[config.mk]
export PLATFORM = sky130hd
export DESIGN_NAME = voice_scheduler
export DESIGN_NICKNAME = d
export VERILOG_FILES = /design/src/rtl/voice_scheduler.sv
export SDC_FILE = /design/constraint.sdc
export NUM_CORES = 1
export LEC_CHECK = 0
export CORE_ASPECT_RATIO = 1.25
export CORE_MARGIN = 4
export CORE_UTILIZATION = 35
export DETAILED_ROUTE_END_ITERATION = 6
export GPL_TIMING_DRIVEN = 0
export PLACE_DENSITY = 0.58
export SLEW_MARGIN = 20
export SYNTH_ARGS = -nofsm -noshare
export SYNTH_HDL_FRONTEND = slang
export SYNTH_SLANG_ARGS = --single-unit
export TNS_END_PERCENT = 5
[constraint.sdc]
create_clock -name clk -period 9.31 [get_ports clk]
set_input_delay 2.793 -clock clk [delete_from_list [all_inputs] [get_ports clk]]
set_output_delay 2.793 -clock clk [all_outputs]
set_load 0.005 [all_outputs]
[src/rtl/voice_scheduler.sv]
// rtl/voice_scheduler.sv - occupancy-aware note allocator for three note-player voices
module voice_scheduler #(
  parameter int FIFO_DEPTH = 4,
  parameter int NOTE_W     = 6,
  parameter int DUR_W      = 6
) (
  input  logic                          clk,
  input  logic                          reset,
  input  logic                          flush,
  input  logic                          play,
  input  logic                          beat,
  input  logic                          fast_mode,
  input  logic                          note_valid,
  input  logic [NOTE_W-1:0]             note_in,
  input  logic [DUR_W-1:0]              dur_in,
  output logic                          note_ready,
  output logic [NOTE_W-1:0]             note0,
  output logic [DUR_W-1:0]              duration0,
  output logic                          load_note0,
  output logic [NOTE_W-1:0]             note1,
  output logic [DUR_W-1:0]              duration1,
  output logic                          load_note1,
  output logic [NOTE_W-1:0]             note2,
  output logic [DUR_W-1:0]              duration2,
  output logic                          load_note2,
  output logic [2:0]                    voice_busy,
  output logic                          steal,
  output logic [$clog2(FIFO_DEPTH):0]   fifo_count
);

  localparam int PTR_W = $clog2(FIFO_DEPTH);
  localparam int CNT_W = PTR_W + 1;

  typedef enum logic [1:0] {ST_RUN, ST_PAUSE, ST_FLUSH} state_e;

  state_e state_q, state_d;

  logic [NOTE_W-1:0] fifo_note_q [FIFO_DEPTH];
  logic [DUR_W-1:0]  fifo_dur_q  [FIFO_DEPTH];
  logic [PTR_W-1:0]  wr_ptr_q, wr_ptr_d;
  logic [PTR_W-1:0]  rd_ptr_q, rd_ptr_d;
  logic [CNT_W-1:0]  count_q, count_d;

  logic [DUR_W-1:0]  remaining_q [3];
  logic [DUR_W-1:0]  remaining_d [3];

  logic [NOTE_W-1:0] note_q [3];
  logic [NOTE_W-1:0] note_d [3];
  logic [DUR_W-1:0]  dur_q  [3];
  logic [DUR_W-1:0]  dur_d  [3];
  logic [2:0]        load_q, load_d;
  logic              steal_q, steal_d;

  logic              full, empty, in_flush;
  logic              wr_en, rd_en, load_en, count_en;
  logic [NOTE_W-1:0] head_note;
  logic [DUR_W-1:0]  head_dur;
  logic [DUR_W-1:0]  dec;
  logic [1:0]        sel;
  logic              idle_found;

  // full is derived from the registered count, so a pop cannot open a slot in the same cycle
  assign full       = (count_q == CNT_W'(FIFO_DEPTH));
  assign empty      = (count_q == '0);
  assign in_flush   = (state_q == ST_FLUSH);
  assign note_ready = !full && !in_flush;
  assign wr_en      = note_valid && note_ready && !flush;
  assign rd_en      = !empty && play && !flush && !in_flush;
  assign head_note  = fifo_note_q[rd_ptr_q];
  assign head_dur   = fifo_dur_q[rd_ptr_q];
  assign load_en    = rd_en && (head_dur != '0);
  assign count_en   = play && beat && !in_flush;
  assign dec        = fast_mode ? DUR_W'(2) : DUR_W'(1);

  // Controller next state: flush overrides, FLUSH always lasts one cycle
  always_comb begin
    state_d = state_q;
    if (flush) begin
      state_d = ST_FLUSH;
    end else begin
      case (state_q)
        ST_RUN:   if (!play) state_d = ST_PAUSE;
        ST_PAUSE: if (play)  state_d = ST_RUN;
        default:  state_d = play ? ST_RUN : ST_PAUSE;
      endcase
    end
  end

  // Voice choice: lowest idle voice, else the one closest to finishing (lowest index on ties)
  always_comb begin
    sel        = 2'd0;
    idle_found = 1'b0;
    for (int i = 2; i >= 0; i--) begin
      if (remaining_q[i] == '0) begin
        sel        = 2'(i);
        idle_found = 1'b1;
      end
    end
    if (!idle_found) begin
      sel = 2'd0;
      for (int i = 1; i < 3; i++) begin
        if (remaining_q[i] < remaining_q[sel]) sel = 2'(i);
      end
    end
  end

  // FIFO pointer and occupancy update
  always_comb begin
    wr_ptr_d = wr_ptr_q;
    rd_ptr_d = rd_ptr_q;
    count_d  = count_q;
    if (flush) begin
      wr_ptr_d = '0;
      rd_ptr_d = '0;
      count_d  = '0;
    end else begin
      if (wr_en) wr_ptr_d = wr_ptr_q + PTR_W'(1);
      if (rd_en) rd_ptr_d = rd_ptr_q + PTR_W'(1);
      count_d = count_q + CNT_W'(wr_en) - CNT_W'(rd_en);
    end
  end

  // Voice counters and registered load outputs; a freshly loaded voice skips this beat
  always_comb begin
    load_d  = '0;
    steal_d = 1'b0;
    for (int i = 0; i < 3; i++) begin
      remaining_d[i] = remaining_q[i];
      note_d[i]      = '0;
      dur_d[i]       = '0;
      if (flush) begin
        remaining_d[i] = '0;
      end else if (load_en && (sel == 2'(i))) begin
        remaining_d[i] = head_dur;
        note_d[i]      = head_note;
        dur_d[i]       = head_dur;
        load_d[i]      = 1'b1;
      end else if (count_en) begin
        remaining_d[i] = (remaining_q[i] > dec) ? (remaining_q[i] - dec) : '0;
      end
    end
    steal_d = load_en && !idle_found;
  end

  // FIFO storage needs no reset: occupancy alone decides which entries are valid
  always_ff @(posedge clk) begin
    if (wr_en) begin
      fifo_note_q[wr_ptr_q] <= note_in;
      fifo_dur_q[wr_ptr_q]  <= dur_in;
    end
  end

  // State registers with asynchronous active-low reset
  always_ff @(posedge clk or negedge reset) begin
    if (!reset) begin
      state_q  <= ST_RUN;
      wr_ptr_q <= '0;
      rd_ptr_q <= '0;
      count_q  <= '0;
      load_q   <= '0;
      steal_q  <= 1'b0;
      for (int i = 0; i < 3; i++) begin
        remaining_q[i] <= '0;
        note_q[i]      <= '0;
        dur_q[i]       <= '0;
      end
    end else begin
      state_q  <= state_d;
      wr_ptr_q <= wr_ptr_d;
      rd_ptr_q <= rd_ptr_d;
      count_q  <= count_d;
      load_q   <= load_d;
      steal_q  <= steal_d;
      for (int i = 0; i < 3; i++) begin
        remaining_q[i] <= remaining_d[i];
        note_q[i]      <= note_d[i];
        dur_q[i]       <= dur_d[i];
      end
    end
  end

  assign note0      = note_q[0];
  assign duration0  = dur_q[0];
  assign load_note0 = load_q[0];
  assign note1      = note_q[1];
  assign duration1  = dur_q[1];
  assign load_note1 = load_q[1];
  assign note2      = note_q[2];
  assign duration2  = dur_q[2];
  assign load_note2 = load_q[2];
  assign steal      = steal_q;
  assign fifo_count = count_q;
  assign voice_busy = {remaining_q[2] != '0, remaining_q[1] != '0, remaining_q[0] != '0};

endmodule

==> results of run 1 <==
-- worst reg2reg max path: cells and delay by family, from the launching register on --
kind,cells,cell delay (ns)
DFF,1,0.46
adders and majority gates,2,0.51
muxes,1,0.25
buffers and inverters,4,0.69
and+or+nand+nor,2,0.65
AOI/OAI and AO/OA,7,1.14
-- per-stage QoR --
stage	power (W)	instances	instance area, um2	hold WS (ns)	utilization [%]
global route	0.00196	683	6750	0.632	46.3
finish	0.00184	683	6750	0.582	46.3
detailed placement	0.00122	651	6160	0.581	42.2
global placement	0.00120	650	6150	0.569	42.1
CTS	0.00186	683	6750	0.588	46.3
floorplan	0.00103	408	5280	0.543	-
-- layer usage --
metal	GRT usage, %	share of wire [%]	up-vias
met3	4.39	3.9	25
met5	0	0	-
met4	6.63	2.8	0
li1	-	-	1628
met1	16.8	40	1723
met2	26.0	53	79
-- cell families (layout without fill, tap and decap cells) --
kind of cell | Yosys count | count (layout)
compound gates | 63 | 63
xor+xnor | 5 | 5
fa+ha+maj | 26 | 26
buf+inv | 46 | 143
flops | 115 | 115
mux | 42 | 42
simple gates | 111 | 111
-- cell type report --
type / count / area [um2] / area share (%)
Buffer: 16 / 98.8 / 1.46
Clock buffer: 19 / 464 / 6.87
Clock inverter: 13 / 125 / 1.85
Inverter: 30 / 113 / 1.67
Multi-Input combinational cell: 247 / 1950 / 28.9
Sequential cell: 115 / 3120 / 46.2
Tap cell: 178 / 223 / 3.30
Timing Repair Buffer: 65 / 658 / 9.74
-- flip-flops by register name, indices dropped and copies added (netlist names) --
signal,flops
note0,6
duration0,6
duration1,6
steal,1
load_q,3
note2,6
state_q,2
remaining_q,18
rd_ptr_q,2
fifo_note_q,24
fifo_count,3
wr_ptr_q,2
duration2,6
fifo_dur_q,24
note1,6
-- how the worst min path moves through the flow --
stage          slack, ns  cells after the start           to
4_1_cts             0.59                      2  wr_ptr_q[1]
3_5_place_dp        0.58                      2  wr_ptr_q[1]
2_1_floorplan       0.54                      2  wr_ptr_q[1]
3_3_place_gp        0.57                      2  wr_ptr_q[1]
5_1_grt             0.63                      2  wr_ptr_q[1]
6_report            0.58                      2  wr_ptr_q[1]
-- cells in the mapped netlist, types with 2 or more instances --
| library cell | count |
|---|---|
| nor3b_1 | 4 |
| ha_1 | 22 |
| clkbuf_1 | 6 |
| nor2b_1 | 8 |
| buf_6 | 3 |
| nand2b_1 | 4 |
| mux4_2 | 10 |
| and2_1 | 24 |
| nand4_1 | 2 |
| nor4_1 | 2 |
| a22oi_1 | 2 |
| mux2_4 | 2 |
| dfrtp_1 | 67 |
| fa_1 | 4 |
| nor3_1 | 10 |
| inv_1 | 30 |
| edfxtp_1 | 48 |
| a21boi_0 | 4 |
| xnor2_1 | 4 |
| o21ai_0 | 18 |
| a31oi_1 | 2 |
| or3_1 | 4 |
| a211oi_1 | 3 |
| mux2_2 | 6 |
| a21oi_1 | 19 |
| o21bai_1 | 4 |
| nand3_1 | 4 |
| or4_1 | 3 |
| nor2_1 | 27 |
| buf_2 | 4 |
| mux2i_1 | 23 |
| buf_4 | 3 |
| nand2_1 | 12 |
-- power by group through the flow --
stage          sequential, W  clock, W  combinational [W]
2_1_floorplan       0.000635         0           0.000394
3_3_place_gp        0.000649         0           0.000551
3_5_place_dp        0.000651         0           0.000567
4_1_cts             0.000643  0.000645           0.000573
5_1_grt             0.000650  0.000669           0.000641
6_report            0.000643  0.000633           0.000569
==> reports/qor.csv, run 1 <==
stage,metric,value,unit
outcome,outcome,"finished, final reports clean",
clock_network,cts_setup_buffers,0,
logic_synthesis,synthSimpleGateAreaFrac,11.5,%
logic_synthesis,synthAdderAreaFrac,6.73,%
timing,setup_viol,0,
critical_path,cp_max_fo,9,
clock_network,clk_pin_slew,0.06,ns
pwr,p_comb_share,30.8,%
global_routing,grt_use_total,14.9,%
clock_network,clock_latency,0.42,ns
critical_path,crit_required,9.60,ns
die,dieArea,17100,um2
timing,hold_viol,0,
route,routedWlPerCell,17.8,um
critical_path,slowest_stage,fa_1,
timing,fin_crit,5.14,ns
critical_path,critPathCaptureType,register,
route,wirelength,12200,um
final_layout,area.growth.synth_to_final,27.8,%
logic_synthesis,synth_ff_type,dfrtp_1,
global_routing,grt_max_degree,37,
critical_path,regToRegEndpoint,duration1[3],
final_layout,drive_gt1_share,13.1,%
final_layout,layout_commonest_cell,dfrtp_1,
route,viasPerCell,5.06,
critical_path,critPathMaxStageDelay,0.42,ns
critical_path,r2r_cells,16,
final_layout,num_antenna_cells,0,
critical_path,cpLargestDelayFamily,buffers and inverters,
timing,maxSlewViolCount,0,
logic_synthesis,synth_edf_count,48,
die,start_util,36.2,%
final_layout,layout.nets,537,
critical_path,crit_buf_inv,3,
timing,min_period_over_period,55.2,%
critical_path,arrival,5.43,ns
clock_network,cts_root_buffer,clkbuf_16,
final_layout,layout_common_cells,"dfrtp_1, clkdlybuf4s50_1, edfxtp_1",
logic_synthesis,synth_cell_types,53,
die,ios,66,
route,ant_nets,0,
place,port_buffers,64,
pwr,p_sw_share,32.0,%
place,gp_congestion,0.886,
route,dr.pass1.iters,6,
logic_synthesis,yosysWarnings,0,
critical_path,rrSetupSlack,5.51,ns
logic_synthesis,synthXorXnorAreaFrac,0.829,%
die,core-area,14600,um2
critical_path,criticalPathCategory,in2reg,
critical_path,crit_start,fast_mode,
global_routing,gr-total-overflow,0,
logic_synthesis,synth_top_area_share,31.7,%
timing,grt_setup_unrepaired,no,
logic_synthesis,ys_seq_area_share,59.0,%
timing,finClkSkew,0.00756,ns
place,place_ws,3.73,ns
clock_network,htree_num_levels,4,
logic_synthesis,ys_seq_elements,115,
place,hpwl,8590,um
timing,timing.final.ws_setup,4.17,ns
clock_network,cts_tree,yes,
critical_path,r2r_start,remaining_q[15],
logic_synthesis,synthTopCellsByArea,"dfrtp_1, edfxtp_1, ha_1",
clock_network,cts_made_buffers,17,
critical_path,worst-path-stages,11,
pwr,power_frac_seq,34.9,%
clock_network,cts_resized,0,
die,rows,49,
die,die_w,118,um
timing,fin_tns_setup,0,ns
global_routing,grt_pass1_wl,19700,um
pwr,internal_power,0.00125,W
logic_synthesis,yosys.area.top_type,dfrtp_1,
logic_synthesis,syn-num-nets,453,
run,max_cap_violations,0,
global_routing,grt_pass1_vias,3635,
route,drc,0,
logic_synthesis,synth_top_family_by_area,simple AND/OR/NAND/NOR gates,
logic_synthesis,async_reset_ff_share,58.3,%
critical_path,start_kind,primary input,
pwr,clkPwrFrac,34.3,%
pwr,ir_drop,0.000127,V
logic_synthesis,synthMuxAreaShare,10.7,%
critical_path,endpoint,remaining_q[9],
die,die_h,145,um
pwr,power_switching,0.000590,W
final_layout,fill_cells,1340,
timing,worst_slew_pin_slew,1.10,ns
logic_synthesis,synthCells,408,
global_routing,antenna_found_initial,0,
logic_synthesis,synth-compound-area-share,7.29,%
critical_path,path_cells,clkdlybuf4s50_1 > inv_1 > ha_1 > inv_1 > fa_1 > a21boi_0 > o21bai_1 > nor2_1 > o21ai_0 > o21ai_0 > mux2_1,
route,vias,3455,
min_path,hold_class,reg2reg,
route,drt_iter0_markers,128,
clock_network,clock-sinks,115,
pwr,power.static_leakage,2.82,nW
clock_network,cts.path.max_buffers,2,
logic_synthesis,syn_area_per_cell,13.0,um2
timing,fmax,0.195,GHz
min_path,min_from,wr_ptr_q[1],
clock_network,cts.hold.buffers_added,0,
pwr,power_density,273,nW/um2
logic_synthesis,syn_area,5280,um2
timing,relSlewSlack,26.1,%
(Power assumes the default switching activity.)
==> run 2, diff against run 1 <==
- PLACE_DENSITY: 0.58 -> 0.6
- clock period: 9.31 -> 4.1 ns (I/O delays scaled with it)
==> reports/qor.csv, run 2 (synthesized netlist as in run 1, its figures left out) <==
stage,metric,value,unit,change
route,ant_nets,0,,unchanged
die,die_w,118,um,unchanged
clock_network,cts_tree,yes,,
critical_path,r2r_start,remaining_q[15],,
final_layout,multi_input_area,1950,um2,unchanged
min_path,hold_end,wr_ptr_q[1],,
clock_network,cts.path.max_buffers,2,,unchanged
die,core-area,14600,um2,unchanged
timing,fin_tns_setup,0,ns,unchanged
timing,hold-worst-slack,0.586,ns,+0.00478 ns
final_layout,layout_commonest_cell,dfrtp_1,,
final_layout,stdcell_count,683,,unchanged
run,max_cap_violations,0,,unchanged
critical_path,crit_required,4.42,ns,-5.18 ns
timing,finClkSkew,0.00978,ns,+0.00222 ns
clock_network,clk_pin_slew,0.06,ns,about the same
final_layout,fill_cells,1336,,-0.30%
timing,fmax,0.269,GHz,
timing,setup_viol,0,,unchanged
clock_network,cts_resized,0,,unchanged
global_routing,antenna_found_initial,0,,unchanged
route,wirelength,12100,um,-0.60%
clock_network,cts_made_buffers,17,,unchanged
critical_path,critPathCaptureType,register,,
global_routing,grt_max_degree,56,,+51%
final_layout,layout.nets,537,,unchanged
outcome,outcome,"finished, final reports clean",,
min_path,min_from,wr_ptr_q[1],,
die,ios,66,,unchanged
die,dieArea,17100,um2,unchanged
timing,hold_viol,0,,unchanged
route,drc,0,,unchanged
final_layout,area.growth.synth_to_final,27.9,%,about the same
critical_path,r2r_cells,16,,unchanged
timing,grt_setup_unrepaired,no,,
clock_network,cts.hold.buffers_added,0,,unchanged
critical_path,start_kind,register,,
timing,relSlewSlack,34.6,%,+8.5 points
final_layout,regArea,3120,um2,unchanged
route,drt_iter0_markers,118,,-7.8%
route,routedWlPerCell,17.7,um,-0.60%
place,dp.cells,651,,unchanged
place,hpwl,8500,um,-1.0%
final_layout,reg.largest.list,"fifo_dur_q: 24 flops, fifo_note_q: 24 flops, remaining_q: 18 flops",,
pwr,ir_drop,0.000326,V,+160%
min_path,whs_path_depth,2,,unchanged
global_routing,gr-total-overflow,0,,unchanged
die,start_util,36.2,%,unchanged
timing,worst_slew_pin_slew,0.971,ns,-0.126 ns
route,viasPerCell,5.05,,-0.23%
route,vias,3447,,-0.23%
timing,min_period_over_period,90.8,%,
global_routing,grt_use_total,14.8,%,-0.11 points
final_layout,num_antenna_cells,0,,unchanged
final_layout,drive_gt1_share,12.9,%,-0.20 points
place,port_buffers,64,,unchanged
global_routing,grt_pass1_wl,19700,um,+0.24%
final_layout,layout_common_cells,"dfrtp_1, clkdlybuf4s50_1, edfxtp_1",,
clock_network,cts_root_buffer,clkbuf_16,,
place,placed_cell_area,6170,um2,+0.12%
pwr,p_total,0.00420,W,+130%
timing,fin_crit,3.72,ns,
global_routing,grt_pass1_vias,3674,,+1.1%
clock_network,clock_latency,0.41,ns,about the same
critical_path,regToRegEndpoint,duration1[4],,
clock_network,cts_setup_buffers,0,,unchanged
place,gp_congestion,0.802,,-9.5%
die,rows,49,,unchanged
die,die_h,145,um,unchanged
pwr,power_density,622,nW/um2,+130%
critical_path,cp_max_fo,10,,+1
timing,maxSlewViolCount,0,,unchanged
critical_path,rrSetupSlack,0.38,ns,-5.13 ns
final_layout,finish.instance_area,6760,um2,about the same
critical_path,arrival,4.04,ns,-1.39 ns
route,dr.pass1.iters,4,,-2
clock_network,htree_num_levels,4,,unchanged
min_path,hold_class,reg2reg,,
pwr,power.static_leakage,2.81,nW,-0.23%
critical_path,criticalPathCategory,reg2reg,,
clock_network,clock-sinks,115,,unchanged
run 2: routing by layer:
layer,up-vias,global-route usage (%),share of wire (%)
li1,1633,-,-
met1,1725,16.7,41
met2,69,26.9,53
met3,20,3.30,3.1
met4,0,5.92,2.4
met5,-,0,0
run 2: how the worst max path moves through the flow:
stage / from / to / slack (ns) / cells after the start
detailed placement: fast_mode / remaining_q[9] / 0.15 / 11
finish: remaining_q[15] / duration1[4] / 0.38 / 16
CTS: remaining_q[15] / duration1[3] / 0.29 / 16
global placement: reset / wr_ptr_q[1] / -0.62 / 1
global route: remaining_q[15] / duration1[3] / 0.04 / 16
floorplan: remaining_q[15] / remaining_q[9] / 0.84 / 15
run 2: worst max-delay path, cell delays in order, from the launching register on:
cell and delay [ns]:
dfrtp_1 0.45, inv_1 0.08, ha_1 0.30, a21oi_1 0.07, o21ai_1 0.21, o21bai_1 0.14, buf_2 0.24, mux2i_1 0.27
ha_1 0.22, o21ai_0 0.08, a21oi_1 0.12, o221ai_1 0.21, or3b_2 0.48, a21o_1 0.19, buf_4 0.18, buf_2 0.22
nor2_1 0.17
run 2: layout make-up:
| cell class | count | area share [%] |
|---|---|---|
| Sequential cell | 115 | 46.1 |
| Multi-Input combinational cell | 247 | 28.9 |
| Timing Repair Buffer | 65 | 9.85 |
| Clock buffer | 18 | 6.35 |
| Tap cell | 178 | 3.30 |
| Clock inverter | 14 | 2.30 |
| Inverter | 30 | 1.67 |
| Buffer | 16 | 1.46 |
run 2: power by group:
part | switching (W) | internal, W | total, W | leakage [nW]
registers | 0.000131 | 0.00132 | 0.00146 | 1.35
clock network | 0.000542 | 0.000900 | 0.00144 | 0.281
logic | 0.000670 | 0.000634 | 0.00130 | 1.18
total | 0.00134 | 0.00286 | 0.00420 | 2.81
run 2: per-stage QoR:
stage          worst slack [ns]  util, %
5_1_grt                  0.0374     46.3
3_5_place_dp              0.151     42.3
2_1_floorplan             0.843        -
4_1_cts                   0.286     46.3
6_report                  0.376     46.3
3_3_place_gp             -0.619     42.1
==> run 3, diff against run 2 <==
- CORE_MARGIN: 4 -> 1.5
==> reports/qor.csv, run 3 (synthesized netlist as in run 1, its figures left out) <==
stage,metric,value,unit,change
place,port_buffers,64,,unchanged
final_layout,stdcell_count,687,,+0.59%
route,dr.pass1.iters,4,,unchanged
global_routing,grt_pass1_wl,19500,um,-1.3%
timing,fmax,0.268,GHz,-0.23%
place,gp_congestion,0.809,,+0.91%
clock_network,cts_setup_buffers,0,,unchanged
place,hpwl,8440,um,-0.76%
final_layout,reg.largest.list,"fifo_dur_q: 24 flops, fifo_note_q: 24 flops, remaining_q: 18 flops",,
place,placed_cell_area,6180,um2,about the same
critical_path,cp_max_fo,10,,unchanged
final_layout,num_antenna_cells,0,,unchanged
critical_path,critPathCaptureType,register,,
timing,fin_crit,3.73,ns,+0.00841 ns
clock_network,cts_resized,0,,unchanged
die,die_w,113,um,-4.2%
timing,hold_viol,0,,unchanged
global_routing,gr-total-overflow,0,,unchanged
final_layout,layout_common_cells,"dfrtp_1, clkdlybuf4s50_1, edfxtp_1",,
final_layout,finish.instance_area,6840,um2,+1.2%
route,drc,0,,unchanged
critical_path,start_kind,register,,
global_routing,grt_use_total,16.2,%,+1.4 points
route,ant_nets,0,,unchanged
final_layout,drive_gt1_share,13.1,%,+0.20 points
route,vias,3410,,-1.1%
die,start_util,35.5,%,-0.72 points
run,max_cap_violations,0,,unchanged
die,ios,66,,unchanged
die,dieArea,15800,um2,-7.5%
timing,setup_viol,0,,unchanged
clock_network,cts.hold.buffers_added,0,,unchanged
critical_path,arrival,4.05,ns,about the same
clock_network,clock-sinks,115,,unchanged
timing,finClkSkew,0.00878,ns,-0.000998 ns
pwr,power_density,639,nW/um2,+2.8%
final_layout,layout_commonest_cell,dfrtp_1,,
min_path,hold_class,reg2reg,,
die,die_h,140,um,-3.4%
critical_path,slowest_stage,or3b_2,,
final_layout,fill_cells,1347,,+0.82%
clock_network,clock_latency,0.41,ns,about the same
die,core-area,14900,um2,+2.0%
global_routing,grt_max_degree,51,,-8.9%
timing,maxSlewViolCount,0,,unchanged
timing,worst_slew_pin_slew,0.969,ns,-0.00233 ns
route,wirelength,12000,um,-0.48%
timing,grt_setup_unrepaired,no,,
route,drt_iter0_markers,145,,+23%
clock_network,cts_root_buffer,clkbuf_16,,
timing,fin_tns_setup,0,ns,unchanged
critical_path,path_cells,inv_1 > ha_1 > nand2_1 > o21ai_1 > o21bai_1 > buf_2 > mux2i_1 > ha_1 > o21ai_0 > a21oi_1 > o221ai_1 > or3b_2 > a21o_1 > buf_4 > buf_2 > nor2_1,,
global_routing,antenna_found_initial,0,,unchanged
place,dp.cells,655,,+0.61%
clock_network,cts_made_buffers,17,,unchanged
clock_network,cts.path.max_buffers,2,,unchanged
clock_network,cts_tree,yes,,
pwr,power.static_leakage,2.85,nW,+1.6%
global_routing,grt_pass1_vias,3657,,-0.46%
die,rows,50,,+2.0%
critical_path,critPathMaxStageDelay,0.47,ns,about the same
route,routedWlPerCell,17.5,um,-1.1%
final_layout,area.growth.synth_to_final,29.4,%,
final_layout,layout.nets,537,,unchanged
critical_path,crit_required,4.42,ns,about the same
timing,relSlewSlack,34.7,%,+0.16 points
pwr,ir_drop,0.000351,V,+7.7%
critical_path,criticalPathCategory,reg2reg,,
timing,min_period_over_period,91.0,%,+0.21 points
clock_network,htree_num_levels,4,,unchanged
route,viasPerCell,4.96,,-1.6%
outcome,outcome,"finished, final reports clean",,
clock_network,clk_pin_slew,0.06,ns,about the same
==> run 3: cell types whose count changed in the layout (fill, tap and decap cells not counted), sizes merged <==
cell and change:
bufinv +1, inv +4, clkinvlp -2, clkbuf +1
clkinv -4
==> run 3: power by group <==
group,leakage (nW),total (W),internal [W],switching (W)
logic,1.18,0.00130,0.000633,0.000664
registers,1.35,0.00146,0.00132,0.000133
clock network,0.325,0.00162,0.00105,0.000566
==> run 3: area by class of cell <==
type	instances	area, um2	share of cell area (%)
sequential	115	3120	45.6
multi-input combinational	247	1950	28.6
clock buffer	19	475	6.95
clock inverter	13	185	2.71
inverter	30	113	1.65
timing repair buffer	65	666	9.73
buffer	16	98.8	1.45
tap	182	228	3.33
==> run 3: final timing paths <==
kind | cells after the start | to | from | slack (ns)
worst max register to register | 16 | duration1[4] | remaining_q[16] | 0.37
worst max-delay path | 16 | duration1[4] | remaining_q[16] | 0.37
min in group asynchronous | 1 | remaining_q[7] | reset | 0.71
worst min register to register | 2 | wr_ptr_q[1] | wr_ptr_q[1] | 0.59
max in group asynchronous | 2 | remaining_q[3] | reset | 2.85
worst min-delay path | 2 | wr_ptr_q[1] | wr_ptr_q[1] | 0.59
==> run 3: worst max-delay path: cells and delay by family (launching register included) <==
family	cells	cell delay [ns]
buffers and inverters	4	0.74
and+or+nand+nor	3	0.70
AOI/OAI and AO/OA	6	0.93
adders and majority gates	2	0.54
DFF	1	0.43
muxes	1	0.30
==> run 3: metrics by stage <==
step | power (W) | hold WS [ns] | setup slack [ns] | utilization [%]
5_1_grt | 0.00463 | 0.616 | 0.0765 | 45.9
3_5_place_dp | 0.00277 | 0.585 | 0.141 | 41.5
2_1_floorplan | 0.00234 | 0.543 | 0.843 | -
4_1_cts | 0.00440 | 0.592 | 0.253 | 45.9
6_report | 0.00437 | 0.585 | 0.368 | 45.9
3_3_place_gp | 0.00273 | 0.562 | -0.531 | 41.3
==> run 3: layer usage <==
layer  GRT usage [%]  vias up  part of all wire (%)
li1                -     1625                     -
met1            19.7     1690                    42
met2            28.7       77                    53
met3            3.12       18                   2.6
met4            5.92        0                   2.0
met5               0        -                     0
